File: src/rtl/multi_function_counter.sv
// multi_function_counter: modulus-selectable up/down counter with load, carry/borrow pulse and 2-digit 7-seg scan
module multi_function_counter #(
  parameter int TICK_DIV = 25000,
  parameter int SCAN_DIV = 1024
) (
  input  logic       clock,
  input  logic       reset,
  input  logic [3:0] data,
  input  logic [1:0] mod_sel,
  input  logic       enable,
  input  logic       load,
  input  logic       dir_sel,
  output logic [6:0] digit,
  output logic [1:0] word,
  output logic       cout
);
  localparam int PW = $clog2(TICK_DIV);
  localparam int SW = $clog2(SCAN_DIV);
  localparam logic [PW-1:0] P_LAST = PW'(TICK_DIV - 1);
  localparam logic [SW-1:0] S_LAST = SW'(SCAN_DIV - 1);
  logic [PW-1:0] r_pre;
  logic [SW-1:0] r_scan;
  logic          r_sel;
  logic [3:0]    r_count;
  logic          r_cout;
  logic          w_tick;
  logic [4:0]    w_mod;
  logic [3:0]    w_max;
  logic [3:0]    w_next;
  logic          w_wrap;
  logic [3:0]    w_val;
  assign w_tick = r_pre == P_LAST;
  assign w_mod  = mod_sel == 2'b00 ? 5'd10 : mod_sel == 2'b01 ? 5'd12 : mod_sel == 2'b10 ? 5'd16 : 5'd6;
  assign w_max  = 4'(w_mod - 5'd1);
  // next count and wrap flag: load beats an enabled tick; an out-of-range count after a modulus change snaps to max on a down tick
  always_comb begin
    w_next = r_count;
    w_wrap = 1'b0;
    if (load) w_next = ({1'b0, data} < w_mod) ? data : 4'd0;
    else if (enable && w_tick) begin
      if (dir_sel) begin
        w_wrap = r_count >= w_max;
        w_next = w_wrap ? 4'd0 : r_count + 4'd1;
      end else begin
        w_wrap = r_count == 4'd0;
        w_next = (w_wrap || {1'b0, r_count} >= w_mod) ? w_max : r_count - 4'd1;
      end
    end
  end
  // prescaler free-runs regardless of enable/load
  always_ff @(posedge clock) begin
    if (reset) r_pre <= '0;
    else r_pre <= w_tick ? '0 : r_pre + PW'(1);
  end
  // count and registered carry/borrow pulse
  always_ff @(posedge clock) begin
    if (reset) begin
      r_count <= 4'd0;
      r_cout  <= 1'b0;
    end else begin
      r_count <= w_next;
      r_cout  <= w_wrap;
    end
  end
  // display scan: digit select flips each time the scan counter wraps
  always_ff @(posedge clock) begin
    if (reset) begin
      r_scan <= '0;
      r_sel  <= 1'b0;
    end else begin
      r_scan <= (r_scan == S_LAST) ? '0 : r_scan + SW'(1);
      r_sel  <= r_sel ^ (r_scan == S_LAST);
    end
  end
  assign w_val = r_sel ? {3'b000, r_count >= 4'd10} : (r_count >= 4'd10 ? r_count - 4'd10 : r_count);
  assign word  = r_sel ? 2'b10 : 2'b01;
  assign cout  = r_cout;
  // 7-segment decode, active-high, bit0=a .. bit6=g
  always_comb begin
    digit = 7'h00;
    case (w_val)
      4'd0: digit = 7'h3F;
      4'd1: digit = 7'h06;
      4'd2: digit = 7'h5B;
      4'd3: digit = 7'h4F;
      4'd4: digit = 7'h66;
      4'd5: digit = 7'h6D;
      4'd6: digit = 7'h7D;
      4'd7: digit = 7'h07;
      4'd8: digit = 7'h7F;
      4'd9: digit = 7'h6F;
      default: digit = 7'h00;
    endcase
  end
endmodule

File: config.mk
export PLATFORM = sky130hd
export DESIGN_NAME = multi_function_counter
export DESIGN_NICKNAME = d
export VERILOG_FILES = /design/src/rtl/multi_function_counter.sv
export SDC_FILE = /design/constraint.sdc
export NUM_CORES = 1
export LEC_CHECK = 0
export BUFFER_PORTS_ARGS = -buffer_cell sky130_fd_sc_hd__buf_2
export CAP_MARGIN = 20
export CORE_MARGIN = 2
export CORE_UTILIZATION = 50
export DETAILED_ROUTE_END_ITERATION = 10
export PLACE_DENSITY = 0.72
export REMOVE_ABC_BUFFERS = 1
export SYNTH_ARGS = -nofsm -noshare
export SYNTH_HDL_FRONTEND = slang
export SYNTH_SLANG_ARGS = --single-unit
File: constraint.sdc
create_clock -name clock -period 2.2 [get_ports clock]
set_input_delay 0.22 -clock clock [delete_from_list [all_inputs] [get_ports clock]]
set_output_delay 0.22 -clock clock [all_outputs]
set_load 0.005 [all_outputs]
## After elaboration in Yosys (flattened, before gate mapping)

Memories as Yosys holds them, arrays and structs flattened.
Cells that the tools add are included.

| cells by class | value |
|---|---|
| add/subtract/negate cells | 6 |
| $mul | 0 |
| div/mod/pow operators | 0 |
| magnitude comparators | 4 |
| equality and inequality tests | 4 |
| shift-type cells | 0 |
| multiplexer cells | 13 |
| bitwise operators | 2 |
| reductions and logical operators | 8 |

Operator list:

| cell | count |
|---|---|
| 4-bit two-way mux | 8 |
| 15-bit by 1-bit adder with 15-bit output, second input constant | 1 |
| 15-bit == test, second input constant | 1 |
| 5-bit two-way mux | 3 |
| 10-bit by 1-bit adder with 10-bit output, second input constant | 1 |
| 10-bit == test, second input constant | 1 |
| 4-bit by 1-bit subtractor with 4-bit output, second input constant | 2 |
| 4-bit by 5-bit >= comparator with 1-bit output | 1 |
| 4-bit by 5-bit less-than comparator with 1-bit output | 1 |
| 4-bit by 1-bit adder with 4-bit output, second input constant | 1 |
| 4-bit >= comparator | 1 |
| 4-bit >= comparator, second input constant | 1 |
| 4-bit zero test | 1 |
| 2-bit OR reduction | 2 |
| 4-bit subtractor, second input constant | 1 |
| 3-bit OR reduction | 1 |
| 2-bit by 1-bit == test with 1-bit output, second input constant | 1 |
| 2-bit == test, second input constant | 1 |
| 2-bit zero test | 1 |
| 2-bit two-way mux | 1 |
| 2-bit nonzero test | 1 |
| 1-bit logical AND | 1 |
| 1-bit logical OR | 1 |
| 1-bit two-way mux | 1 |
| other kinds (2) | 2 |

| word-level totals | value |
|---|---|
| bits in registers | 31 |
| latch bits | 0 |
| memory bits (writable) | 0 |
| memory bits (read-only) | 112 |
| input bits | 11 |
| output and inout bits | 10 |
| logic and storage cells | 43 |
| memories | 1 |

Memory list:

| name | words | bits a word | read ports | clocked after Yosys merged registers in | wr ports | line | source |
|---|---|---|---|---|---|---|---|
| (name not given) | 16 | 7 | 1 | 0 | 0 | 81 | `case (w_val)` |

## Longest topological paths before layout

Gate-level depths: netlist of the first run.

| logic depth | value |
|---|---|
| word-level depth | 10 |
| gate-level depth with buffers | 11 |
| depth with buffers taken out | 10 |

## Worst setup path before layout of the first run

No wires, ideal clock.

| timing | value |
|---|---|
| kind | reg2out |
| from | reg r_count[2] |
| to | out digit[5] |
| data arrival time | 2116 ps |
| required time | 1980 ps |
| slack | -136 ps |
| stages on the path, launching flop included | 12 |
| buffers on the path | 1 |
| cells stage by stage | dfxtp_1 > buf_2 > inv_1 > ha_1 > nor2b_1 > o31ai_1 > mux2i_1 > nand2_1 > inv_1 > ha_1 > o21a_1 > a21boi_0 |

| on the way | value |
|---|---|
| word-level cells in the longest chain between the ends | 4 |
| elaborated cells between the ends (all ways) | 5 |
| classes of those cells | add/sub: 1; order compare: 1; mux: 2; memory: 1 |

Ends and longest elaborated chain:

| what | line | source |
|---|---|---|
| from (decl) | 24 | `logic [3:0] r_count;` |
| from (signal assigned) | 61 | `r_count <= w_next;` |
| 4-bit subtractor / 4-bit >= comparator (equally long branches) | 75 | `assign w_val = r_sel ? {3'b000, r_count >= 4'd10} : (r_count >= 4'd10 ? r_count - 4'd10 : r_count);` |
| 4-bit two-way mux | 75 |  |
| 4-bit two-way mux (*) | 75 |  |
| memory read 16 x 7 bit (*) | -- |  |
| to (decl) | 13 | `output logic [6:0] digit,` |

Every way passes the cells marked *; elsewhere a longest branch is shown, timed or not.

## Final worst setup path of the first run

| timing | value |
|---|---|
| from | reg r_count[1] |
| to | out digit[5] |

Same word-level chain as after synthesis.

==> out/results.txt, run 1 <==
Synth unique cells: 58
Die area: 5180 sq um
F_max: 435 MHz
Final setup vio count: 7
Antenna diode count: 0
P_leak: 1.19 nW
Status: finished with violations
Setup bufs post-CTS: 0
Vias in the first global route: 1960
Worst Setup End Kind: primary output
Nets: 356
Synth top area share: 0.269
Slowest CP cell: dfxtp_4
DR vias: 2098
Top cells by count, synth: nor2_1, dfxtp_1, ha_1
Post-route cell area: 2810 sq um
Critical Path AT: 2.08 ns
Via density per instance: 5.65
Startpoint Class: flip-flop
Grt total ovfl: 0
GRT Overall Usage: 0.201
Largest net degree at the start of global routing: 17
H-tree depth: 2
RSZ-0062 raised after global routing: true
Worst-path maximum fanout: 5
Power, Total: 1.51 mW
Synth-to-Final Area Change: 21.9%
Global-route wire length before repair: 8380 um
Slew @ Worst Pin: 0.468 ns
Critical Path RT: 1.98 ns
Final hold viol count: 0
Avg Inst Size Synth: 8.30 sq um
CP Cell Sequence: ha_4 > nor2b_4 > o31ai_4 > mux2_4 > buf_4 > ha_1 > nand2_1 > a21boi_2 > buf_2
Root Driver: clkbuf_8
#FFs+latches synth: 31
Largest area contributor in the netlist: dfxtp_1
Top cells by area, synth: dfxtp_1, ha_1, nor2_1, xnor2_1, xor2_1
Clock buffer count from CTS: 5
Height of the die: 71.9 um
Placeable core region: 4410 sq um
HPWL after DPL: 3650 um
CTS tree: built
Clock latency on the worst-skew pair: 0.28 ns
Final wirelength: 5040 um
Final Wtd Congestion: 0.948
Cells after Synth: 278
Final setup TNS: -0.533 ns
Rows: 24
Layout fillers: 370
Initial Utilization: 0.523
CTS sink cnt: 31
Met1 wire length: 2310 um
DRC: 0
Metal2 WL: 2430 um
Mapped cell area: 2310 sq um
Initial antenna violation count: 0
Power Dens Cells: 536 nW/um^2
Clk buf depth: 2
Main flop type after synthesis: dfxtp_1
Clock slew at reported path FFs: 0.07 ns
Maxcap violations: 0
Clock period minus worst slack: 2.30 ns
Relative slew slack: 0.685
Syn. warnings: 0
Max Slew Vio Count: 0
Max incr delay on CP: 0.37 ns
Fin crit share: 1.05
Die W: 71.9 um
Crit path kind: reg2out
Max layer used: met4
Worst vdd ir: 443 uV
Clock Skews: 0.00434 ns
Drt initial violations: 194
PnR worst setup slack: -0.101 ns
Fraction of layout cells with a size suffix above 1: 0.251
Core Util, Final: 0.637
Post-Place Cell Area: 2560 sq um
Post-synth EDFFs: 0
IO buf count: 20
# IOs: 21
Top-count cell post-synth: nor2_1
Detailed Routing Iterations Pass 1: 4
Failing checks: setup timing
Worst Hold Class: in2reg
Async S/R FF share, synth: 0
Seq/Total Area, Yosys: 0.269
Met3 routed WL: 222 um
Antenna Violating Nets Remaining: 0
Post-DR wirelength/cell: 13.6 um
==> what timing repair did <==
action,in CTS,in global routing
gates cloned,0,0
setup endpoints to repair,8,8
hold buffers,0,0
pin swaps,8,7
hold endpoints to repair,0,0
resized for setup,23,13
==> cell families after synthesis <==
logic type | count (synthesis) | synth area share
simple gates | 117 | 0.268
flops | 31 | 0.269
fa+ha+maj | 27 | 0.146
compound gates | 48 | 0.145
buf+inv | 27 | 0.0629
xor+xnor | 24 | 0.0911
mux | 4 | 0.0179
==> critical path, delay by kind of cell, from the launching register on <==
family / cells / cell delay (ns)
flip-flops: 1 / 0.37
multiplexers: 1 / 0.22
adder cells (fa/ha/maj): 2 / 0.36
AND/OR/NAND/NOR: 2 / 0.21
buffers and inverters: 2 / 0.29
AO/OA/AOI/OAI: 2 / 0.35
==> power breakdown <==
part           switching (mW)  total [mW]  internal, mW
registers              0.0140       0.589         0.575
clock network           0.207       0.573         0.366
logic                   0.185       0.346         0.161
==> through the flow <==
step	cells	hold slack, ns	setup slack, ns
after floorplan	268	0.289	-0.185
after global placement	363	0.432	-0.0342
after detailed placement	363	0.435	-0.173
after CTS	371	0.229	-0.159
after global routing	371	0.232	-0.211
final	371	0.230	-0.101
==> final timing paths <==
check | from | endpoint | slack, ns | depth (start not counted)
worst max-delay path | r_count[1] | digit[5] | -0.10 | 9
worst min-delay path | data[1] | r_count[1] | 0.23 | 3
worst max register to register | r_count[1] | r_count[0] | 0.10 | 7
worst min register to register | r_scan[0] | r_scan[0] | 0.44 | 1
==> layout by cell type (no fill, tap or decap), types with 10 or more instances in the layout <==
master	netlist	final
nor2_1	38	38
xnor2_1	12	12
inv_1	17	13
ha_1	27	22
buf_2	1	20
nand2_1	16	15
buf_4	4	22
xor2_1	12	12
nand3_1	18	17
dfxtp_1	31	29
a21oi_1	10	10
==> state kept, by name, summed over array words and instances, names as in the netlist <==
register and flops:
cout 1, r_count 4, r_scan 10, r_sel 1, r_pre 15
==> metal layers <==
layer,up-vias,track usage
met4,0,0.0692
met5,-,0
met3,10,0.0431
met1,977,0.255
li1,1051,-
met2,60,0.338
==> area by class of cell <==
cell class                 instances  area, sq um  area share
multi-input combinational        220         1660       0.591
sequential                        31          626       0.222
timing repair buffer              43          277      0.0983
clock buffer                       6         82.6      0.0293
inverter                          17         66.3      0.0236
tap                               52         65.1      0.0231
clock inverter                     2         35.0      0.0124
(Power assumes the default switching activity.)
==> run 2: changes to the inputs <==
--- a/config.mk
+++ b/config.mk
@@ -5,6 +5,7 @@
 export SDC_FILE = /design/constraint.sdc
 export NUM_CORES = 1
 export LEC_CHECK = 0
+export ABC_AREA = 1
 export BUFFER_PORTS_ARGS = -buffer_cell sky130_fd_sc_hd__buf_2
 export CAP_MARGIN = 20
 export CORE_MARGIN = 2
==> constraint.sdc (replaced) <==
create_clock -name clock -period 2 [get_ports clock]
set_input_delay 0.2 -clock clock [delete_from_list [all_inputs] [get_ports clock]]
set_output_delay 0.2 -clock clock [all_outputs]
set_load 0.005 [all_outputs]
==> run 2 against run 1 <==
  * The flow still finishes with violations (setup timing)
  * Global-route usage fell by 0.94 points
  * Count of clock-buffer cells in the layout is the same
  * Routed wire length decreased by 14%
  * Final cell count is 5.7% higher
  * Clock power is 23% lower
  * Core utilization up 0.41 points
  * Synthesized area shrank 8.1%
  * Critical path type unchanged
==> out/results.txt, run 2 <==
Via density per instance: 5.01
Biggest register: r_pre
Critical Path RT: 1.80 ns
Die area: 4780 sq um
Placed cell count: 381
Largest net degree at the start of global routing: 10
Top flop regs: r_pre x15, r_scan x10, r_count x4
Clk pwr share: 0.293
Seq pwr share: 0.432
Post-route cell area: 2580 sq um
Reg-to-reg endpoint: r_count[1]
M1 GR Usage: 0.223
Height of the die: 69.1 um
Final setup vio count: 7
Nets: 381
#FFs+latches synth: 31
Failing checks: setup timing
HPWL after DPL: 3190 um
Switching power: 0.457 mW
Reg2reg start: r_count[3]
Cells after Synth: 301
PnR worst setup slack: -0.140 ns
Switching part of the total: 0.305
Main flop type after synthesis: dfxtp_1
DR vias: 1964
Synth-to-Final Area Change: 21.8%
Power, Total: 1.50 mW
P_leak: 1.23 nW
Post-Place Cell Area: 2360 sq um
Post-DR wirelength/cell: 11.0 um
Critical Path AT: 1.94 ns
Clock Skews: 0.0104 ns
Global-route wire length before repair: 7580 um
GRT met3 Usage: 0.0468
Drt initial violations: 54
H-tree depth: 2
Synth unique cells: 34
GR Util met2: 0.339
Clock slew at reported path FFs: 0.07 ns
Worst Hold Class: in2reg
Min-delay src: reset
Final wirelength: 4330 um
Worst vdd ir: 376 uV
Most used routing layer: met2
Reg2reg path depth: 9
Clock latency on the worst-skew pair: 0.28 ns
CTS sink cnt: 31
Fin crit share: 1.07
F_max: 467 MHz
Relative slew slack: 0.793
Top cells by count, synth: nand2_1, nor2_1, dfxtp_1
Slew @ Worst Pin: 0.308 ns
Hold EP: r_scan[8]
Layout Cells excl Fill: 392
GRT Overall Usage: 0.191
Initial antenna violation count: 0
Fraction of layout cells with a size suffix above 1: 0.243
Vias in the first global route: 1845
Part of the power in combinational logic: 0.274
Clk buf depth: 2
Rows: 23
Mapped cell area: 2120 sq um
Clock buffer count from CTS: 5
Post-place setup slack: -0.00484 ns
Worst Setup End Kind: primary output
Antenna diode count: 0
Root Driver: clkbuf_8
Max Slew Vio Count: 0
Max reg flops: 15
Hold Path Depth: 2
Startpoint Class: flip-flop
CTS tree: built
Synth top area share: 0.292
IO buf count: 20
Worst-path maximum fanout: 4
Grt total ovfl: 0
Die W: 69.1 um
Largest area contributor in the netlist: dfxtp_1
RSZ-0062 raised after global routing: true
Maxcap violations: 0
Power Dens Cells: 580 nW/um^2
Top-count cell post-synth: nand2_1
Seq/Total Area, Yosys: 0.292
# IOs: 21
Post-synth EDFFs: 0
Hold Buf Count CTS: 0
R2R setup slack: 0.33 ns
Async S/R FF share, synth: 0
Final Wtd Congestion: 0.895
Syn. warnings: 0
Crit path kind: reg2out
Most common cell after layout, fill and taps aside: nand2_1
Top cells by area, synth: dfxtp_1, ha_1, nand2_1, nor2_1, inv_1
Clock period minus worst slack: 2.14 ns
Most frequent cells in the layout: nand2_1, nor2_1, dfxtp_1
DRC: 0
Detailed Routing Iterations Pass 1: 4
Placeable core region: 4030 sq um
Antenna Violating Nets Remaining: 0
Int Power: 1.04 mW
Avg Inst Size Synth: 7.05 sq um
Final hold viol count: 0
Status: finished with violations
Initial Utilization: 0.527
Final setup TNS: -0.481 ns
-- run 2: changes by cell type in the layout (fill, tap and decap cells not counted), sizes merged, moves of 5 or more --
| cell | delta |
|---|---|
| nand2 | +58 |
| inv | +19 |
| a21oi | +9 |
| xnor2 | -9 |
| and3 | -7 |
| buf | -5 |
| o31ai | -5 |
-- run 2: power by group through the flow --
stage          registers (mW)  clock network [mW]  logic, mW
3_5_place_dp            0.660                   0      0.353
2_1_floorplan           0.665                   0      0.230
4_1_cts                 0.648               0.458      0.400
3_3_place_gp            0.660                   0      0.348
6_report                0.648               0.440      0.411
5_1_grt                 0.650               0.483      0.473
-- run 2: area by class of cell --
cell class / count / area, sq um
clock buffers: 6 / 72.6
fillers: 365 / 1440
inverters: 37 / 144
multi-input cells: 230 / 1440
flip-flops and latches: 31 / 626
well taps: 50 / 62.6
repair buffers: 38 / 239
-- run 2: critical path, cell delays in order, from the launching register on --
cell and delay [ns]:
dfxtp_2 0.35, inv_2 0.05, ha_4 0.15, nand2_2 0.06, nand3_2 0.09, nand2_4 0.12, nand2_4 0.06, nand3_4 0.09
inv_4 0.05, ha_2 0.17, inv_2 0.05, nand2_2 0.06, o21ai_1 0.11, nand2_1 0.07, nand2_1 0.05, buf_2 0.10
-- run 2: worst max path at each step --
stage	start	to	slack, ns	cells after the start
after floorplan	r_count[2]	digit[0]	0.10	11
after global placement	r_count[1]	digit[0]	0.03	11
after detailed placement	r_count[1]	digit[4]	-0.005	10
after CTS	r_count[2]	digit[0]	-0.07	13
after global routing	r_count[2]	digit[6]	-0.28	15
final	r_count[2]	digit[6]	-0.14	15
-- run 2: logic make-up after synthesis --
kind of cell	after synthesis	share of synthesized area
adder cells (fa/ha/maj)	27	0.159
buffers and inverters	40	0.0737
XOR/XNOR	11	0.0454
AND/OR/NAND/NOR	154	0.332
AO/OA/AOI/OAI	38	0.0973
flip-flops	31	0.292
-- run 2: metal layers --
layer / part of all wire / routed length, um
met5: 0 / 0
met1: 0.47 / 2030
met4: 0.018 / 77
met2: 0.49 / 2130
met3: 0.020 / 87
-- run 2: through the flow --
step / hold slack, ns / util
finish: 0.104 / 0.642
global route: 0.110 / 0.642
CTS: 0.103 / 0.640
detailed placement: 0.397 / 0.587
global placement: 0.392 / 0.587
floorplan: 0.279 / -
-- run 2: what timing repair did --
item | 4_1_cts | 5_1_grt
pin swaps | 11 | 7
buffers inserted | 5 | 0
resized for setup | 28 | 3
endpoints found under the setup margin | 7 | 7
